## config.mk

```make
export PLATFORM = sky130hd
export DESIGN_NAME = stopwatch_ctrl
export DESIGN_NICKNAME = d
export VERILOG_FILES = /design/src/rtl/stopwatch_ctrl.sv
export SDC_FILE = /design/constraint.sdc
export NUM_CORES = 1
export LEC_CHECK = 0
export ABC_AREA = 1
export ABC_CLOCK_PERIOD_IN_PS = 1900
export CAP_MARGIN = 5
export CORE_MARGIN = 5
export CORE_UTILIZATION = 52
export CTS_CLUSTER_SIZE = 16
export DETAILED_ROUTE_END_ITERATION = 8
export PLACE_DENSITY_LB_ADDON = 0.1
export SKIP_LAST_GASP = 1
export SYNTH_ARGS = -nofsm -noshare
export SYNTH_HDL_FRONTEND = slang
export SYNTH_SLANG_ARGS = --single-unit
```

## constraint.sdc

```tcl
create_clock -name clk -period 1.9 [get_ports clk]
set_input_delay 0.38 -clock clk [delete_from_list [all_inputs] [get_ports clk]]
set_output_delay 0.38 -clock clk [all_outputs]
set_load 0.02 [all_outputs]
```

## src/rtl/stopwatch_ctrl.sv

```systemverilog
// -----------------------------------------------------------------------------
// stopwatch_ctrl
//   Control FSM and millisecond counter for the stopwatch datapath. Debounced
//   button pulses (start_stop, lap, clear) and a 1 kHz tick produce a running
//   millisecond count. The value shown on disp_count is either the live count
//   or the frozen lap value.
//
// Compile-time option:
//   STOPWATCH_SATURATE_EN  defined   : a counting tick at MAX holds count at
//                                      MAX, sets overflow and forces PAUSE;
//                                      start_stop stays locked out until
//                                      clear or reset.
//                          undefined : a counting tick at MAX wraps count to
//                                      0, sets sticky overflow and counting
//                                      continues in the same state.
//
// Parameters:
//   BITS  width of count / disp_count (>= 26 so that MAX fits)
//   MAX   last valid count (9:59:59.999 = 35999999 ms)
//
// Ports:
//   clk         in   system clock, rising edge
//   reset       in   synchronous, active-high reset
//   tick        in   single-cycle 1 kHz enable
//   start_stop  in   single-cycle start/stop pulse
//   lap         in   single-cycle lap pulse
//   clear       in   single-cycle clear pulse
//   count       out  live millisecond count
//   disp_count  out  lap_reg while in LAP, otherwise count
//   running     out  high in RUN and LAP
//   lap_active  out  high in LAP
//   overflow    out  sticky full-scale flag
// -----------------------------------------------------------------------------
module stopwatch_ctrl #(
    parameter int BITS = 26,
    parameter int MAX  = 35999999
) (
    input  logic            clk,
    input  logic            reset,
    input  logic            tick,
    input  logic            start_stop,
    input  logic            lap,
    input  logic            clear,
    output logic [BITS-1:0] count,
    output logic [BITS-1:0] disp_count,
    output logic            running,
    output logic            lap_active,
    output logic            overflow
);

    typedef enum logic [1:0] {
        IDLE  = 2'd0,
        RUN   = 2'd1,
        LAP   = 2'd2,
        PAUSE = 2'd3
    } state_t;

    localparam logic [BITS-1:0] MAX_C  = BITS'(MAX);
    localparam logic [BITS-1:0] ZERO_C = {BITS{1'b0}};
    localparam logic [BITS-1:0] ONE_C  = {{(BITS-1){1'b0}}, 1'b1};

    state_t          state_r;
    logic [BITS-1:0] count_r;
    logic [BITS-1:0] lap_r;
    logic            overflow_r;
    logic            running_r;
    logic            lap_active_r;

    logic            counting_s;
    logic            full_s;
    logic [BITS-1:0] count_inc_s;
    state_t          trans_state_s;
    state_t          state_next_s;
    logic            lap_pre_s;
    logic            lap_load_s;
    logic            clear_s;
    logic            ss_block_s;

    // Counter increment: counting is judged against the current state, so a
    // transition taken on the same edge does not change whether this tick counts.
    always_comb begin
        counting_s  = tick && ((state_r == RUN) || (state_r == LAP));
        full_s      = counting_s && (count_r == MAX_C);
        count_inc_s = count_r;
        if (counting_s) begin
            if (count_r == MAX_C) begin
`ifdef STOPWATCH_SATURATE_EN
                count_inc_s = MAX_C;
`else
                count_inc_s = ZERO_C;
`endif
            end else begin
                count_inc_s = count_r + ONE_C;
            end
        end else begin
            count_inc_s = count_r;
        end
    end

    // Transition logic: per-state priority clear > start_stop > lap, where an
    // input ignored in a state falls through to the next one.
    always_comb begin
        trans_state_s = state_r;
        lap_pre_s     = 1'b0;
        clear_s       = 1'b0;
`ifdef STOPWATCH_SATURATE_EN
        ss_block_s    = overflow_r;
`else
        ss_block_s    = 1'b0;
`endif
        case (state_r)
            IDLE: begin
                if (start_stop) begin
                    trans_state_s = RUN;
                end else begin
                    trans_state_s = IDLE;
                end
            end
            RUN: begin
                if (start_stop) begin
                    trans_state_s = PAUSE;
                end else if (lap) begin
                    trans_state_s = LAP;
                    lap_pre_s     = 1'b1;
                end else begin
                    trans_state_s = RUN;
                end
            end
            LAP: begin
                if (start_stop) begin
                    trans_state_s = PAUSE;
                end else if (lap) begin
                    trans_state_s = RUN;
                end else begin
                    trans_state_s = LAP;
                end
            end
            PAUSE: begin
                if (clear) begin
                    trans_state_s = IDLE;
                    clear_s       = 1'b1;
                end else if (start_stop && !ss_block_s) begin
                    trans_state_s = RUN;
                end else begin
                    trans_state_s = PAUSE;
                end
            end
            default: begin
                trans_state_s = IDLE;
            end
        endcase
    end

    // Full-scale override: in saturating builds a counting tick at MAX forces
    // PAUSE and wins over any coincident button.
    always_comb begin
`ifdef STOPWATCH_SATURATE_EN
        if (full_s) begin
            state_next_s = PAUSE;
            lap_load_s   = 1'b0;
        end else begin
            state_next_s = trans_state_s;
            lap_load_s   = lap_pre_s;
        end
`else
        state_next_s = trans_state_s;
        lap_load_s   = lap_pre_s;
`endif
    end

    // State, counter, lap latch and registered status flags.
    always_ff @(posedge clk) begin
        if (reset) begin
            state_r      <= IDLE;
            count_r      <= ZERO_C;
            lap_r        <= ZERO_C;
            overflow_r   <= 1'b0;
            running_r    <= 1'b0;
            lap_active_r <= 1'b0;
        end else begin
            state_r      <= state_next_s;
            running_r    <= (state_next_s == RUN) || (state_next_s == LAP);
            lap_active_r <= (state_next_s == LAP);
            if (clear_s) begin
                count_r    <= ZERO_C;
                lap_r      <= ZERO_C;
                overflow_r <= 1'b0;
            end else begin
                count_r <= count_inc_s;
                // lap latches the pre-increment count of this edge
                if (lap_load_s) begin
                    lap_r <= count_r;
                end else begin
                    lap_r <= lap_r;
                end
                if (full_s) begin
                    overflow_r <= 1'b1;
                end else begin
                    overflow_r <= overflow_r;
                end
            end
        end
    end

    assign count      = count_r;
    assign disp_count = (state_r == LAP) ? lap_r : count_r;
    assign running    = running_r;
    assign lap_active = lap_active_r;
    assign overflow   = overflow_r;

endmodule

```

==> results.toml <==
[cts]
cts_buffers = 9
cts.path.max_buffers = 2
clk_latency_ns = 0.34
cts.clk_slew.worst_paths_ns = 0.06
cts_root_buffer = "sky130_fd_sc_hd__clkbuf_8"
number_of_sinks_handled_by_clock_tree_synthesis = 57
clock_tree.htree_level_count = 3
tritoncts = "done"
cts_hold_buf = 0

[synthesis]
post_synth_main_area_contributors = "sky130_fd_sc_hd__dfxtp_1, sky130_fd_sc_hd__nand2_1, sky130_fd_sc_hd__nor2_1, sky130_fd_sc_hd__o21ai_0, sky130_fd_sc_hd__inv_1"
post_synth_adder_cell_area = 0.0288
dominant_register_cell_in_the_synthesized_netlist = "sky130_fd_sc_hd__dfxtp_1"
ys_types = 29
ys_seq_elements = 57
synth.cell_area_mm2 = 0.00304
synth_area_per_cell_um2 = 6.68
synth.net_count = 468
yosysSeqAreaShare = 0.375
synth_top_area_cell = "sky130_fd_sc_hd__dfxtp_1"
post_synth_and_or_nand_nor_area_fraction = 0.308
post_synthesis_compound_gate_area_fraction = 0.163
asyncSetResetFlopFracSynth = 0
fraction_of_synthesized_cell_area_taken_by_the_top_area_cell_type = 0.375
synth.yosys.warnings = 0
netlist_instances = 455
yosys.area_share.xor_xnor = 0.0230
synth-edff-count = 0
synth_top_family_by_area = "simple AND/OR/NAND/NOR gates"
yosys-mux-area-fraction = 0

[routing]
drtPass1Iterations = 5
highest_layer = "met4"
wl_per_cell_um = 13.6
initialDrtViolationCount = 175
dr_total_vias = 3129
m1WireLength_um = 3810
drcViolationCount = 0
met2RoutedLength_um = 3880
antenna_left = 0
detailroute.wirelength.met3_um = 640
postRouteWirelength_um = 8480
vias_per_cell = 5.02

[timing]
final_period_minus_worst_setup_slack_ns = 1.84
timing.final.crit_share = 0.968
rsz0062_at_grt = "yes"
slew-limit-headroom = 0.774
f_max_mhz = 544
fin_hold_ws_ns = 0.443
finalSetupViolations = 0
final.setup_skew_ns = 0.00882
tightestPinTransition_ns = 0.335
timing.final.ws_setup_ns = 0.0615
final_hold_viol_count = 0
max_slew_violation_count = 0

[power_and_ir_drop]
powerDensity_mw_per_mm2 = 665
power_leakage_nw = 1.75
vdd_drop_max_uv = 595

[worst_setup_path]
criticalPathCategory = "reg -> out"
cp_cell_sequence = "clkdlybuf4s50_1"
worst_setup_ep_type = "primary output"
cp_max_delay_cell = "sky130_fd_sc_hd__clkdlybuf4s50_1"
worst_path_max_stage_delay_ns = 0.66
cpLargestDelayFamily = "buffers and inverters"
cp.required_ns = 1.52
crit_arrival_ns = 1.46
critical_path.n_buffers_inverters = 1
critPathMaxFanout = 7
timing.critical_path.from_type = "flop"

[placement]
post_place_instance_area_mm2 = 0.00396
dp_hpwl_um = 6060
replace_congestion = 0.896
detailedPlace.worstSlack_ns = -0.133
place.port_buffers = 60

[floorplanning]
initial_core_util = 0.542
die_area_mm2 = 0.00748
floorplan.rows = 27
core_area_mm2 = 0.00561
die_span_in_y_um = 86.5
die_x_um = 86.5
boundaryPins = 61

[outcome]
result_of_the_run = "finished clean"

[global_route]
largest_net_degree_at_the_start_of_global_routing = 53
number_of_global_route_vias_before_repair = 2947
grt_remaining_overflow = 0
groute.usage.overall = 0.232
grt_antenna_before_repair = 0
grt_first_pass_wirelength_um = 13800

[final_layout]
drive_gt1_frac = 0.192
fin_nets = 559
area_delta_synth_final_pct = 35.4
final_core_utilization = 0.734
diodes = 0
summed_area_of_non_filler_cells_in_the_final_layout_mm2 = 0.00412

[flow_run]
max_cap_violations = 0

[min_path]
hold_path.class = "reg -> reg"
[registers in the layout, indices dropped and copies added, names as in the netlist]
name,cells
state_r,2
lap_active,1
lap_r,26
running,1
count,26
overflow,1
[report_power, final]
part	switching (mW)	internal [mW]
combinational	0.146	0.101
sequential	0.0205	1.23
clock	0.503	0.736
total	0.670	2.07
[stage by stage]
| step | cells | total power [mW] | TNS (ns) |
|---|---|---|---|
| finish | 623 | 2.74 | 0 |
| global placement | 605 | 1.51 | -1.75 |
| detailed placement | 605 | 1.52 | -2.46 |
| CTS | 621 | 2.73 | -0.00473 |
| floorplan | 455 | 1.42 | 0 |
| global route | 623 | 2.84 | -0.0223 |
[final cells by class]
class,count,area [um^2]
multi-input cells,318,1630
fillers,464,1490
repair buffers,94,793
inverters,66,248
flip-flops and latches,57,1140
clock buffers,11,131
well taps,72,90.1
clock inverters,5,80.1
[placed cells by master, fill, tap and decap left out, drive strengths merged, types with 2 or more instances in the layout]
cell type and instances:
a21oi 41, and3 2, buf 59, bufinv 2
clkbuf 12, clkdlybuf4s50 31, clkinvlp 2, dfxtp 57
dlymetal6s2s 2, ha 7, inv 66, nand2 97
nand3 21, nand4 2, nor2 83, nor3 3
o21ai 52, xor2 7
[final timing paths]
kind,slack (ns),depth (start not counted),start,end
max,0.06,1,count[0],count[0]
min,0.44,2,lap_r[3],lap_r[3]
max reg2reg,0.08,11,state_r[0],count[19]
min reg2reg,0.44,2,lap_r[3],lap_r[3]
[kinds of logic after synthesis]
kind of cell	after synthesis
AO/OA/AOI/OAI	95
XOR/XNOR	8
adder cells (fa/ha/maj)	7
buffers and inverters	81
flip-flops	57
AND/OR/NAND/NOR	207
[layer usage]
metal  up-vias  GRT usage
met4         0     0.0836
met1      1393      0.306
li1       1615          -
met5         -          0
met2       104      0.365
met3        17     0.0618
[synthesized netlist by cell type (2+ instances only)]
master                      n
sky130_fd_sc_hd__nand2_1   94
sky130_fd_sc_hd__nor2_4     5
sky130_fd_sc_hd__clkbuf_1  13
sky130_fd_sc_hd__nor3_1     3
sky130_fd_sc_hd__nand3_2    4
sky130_fd_sc_hd__xor2_1     7
sky130_fd_sc_hd__nand3_1   16
sky130_fd_sc_hd__o21ai_0   51
sky130_fd_sc_hd__dfxtp_1   57
sky130_fd_sc_hd__nor2_2     6
sky130_fd_sc_hd__nand2_4    2
sky130_fd_sc_hd__nor2_1    70
sky130_fd_sc_hd__a21oi_1   40
sky130_fd_sc_hd__ha_1       7
sky130_fd_sc_hd__nand4_1    2
sky130_fd_sc_hd__inv_1     65
[timing repair]
item,CTS,global route
setup endpoints to repair,27,27
gates cloned,0,2
gates resized for setup,125,19
buffers inserted,0,0
pin swaps,0,2
(Power assumes the default switching activity.)
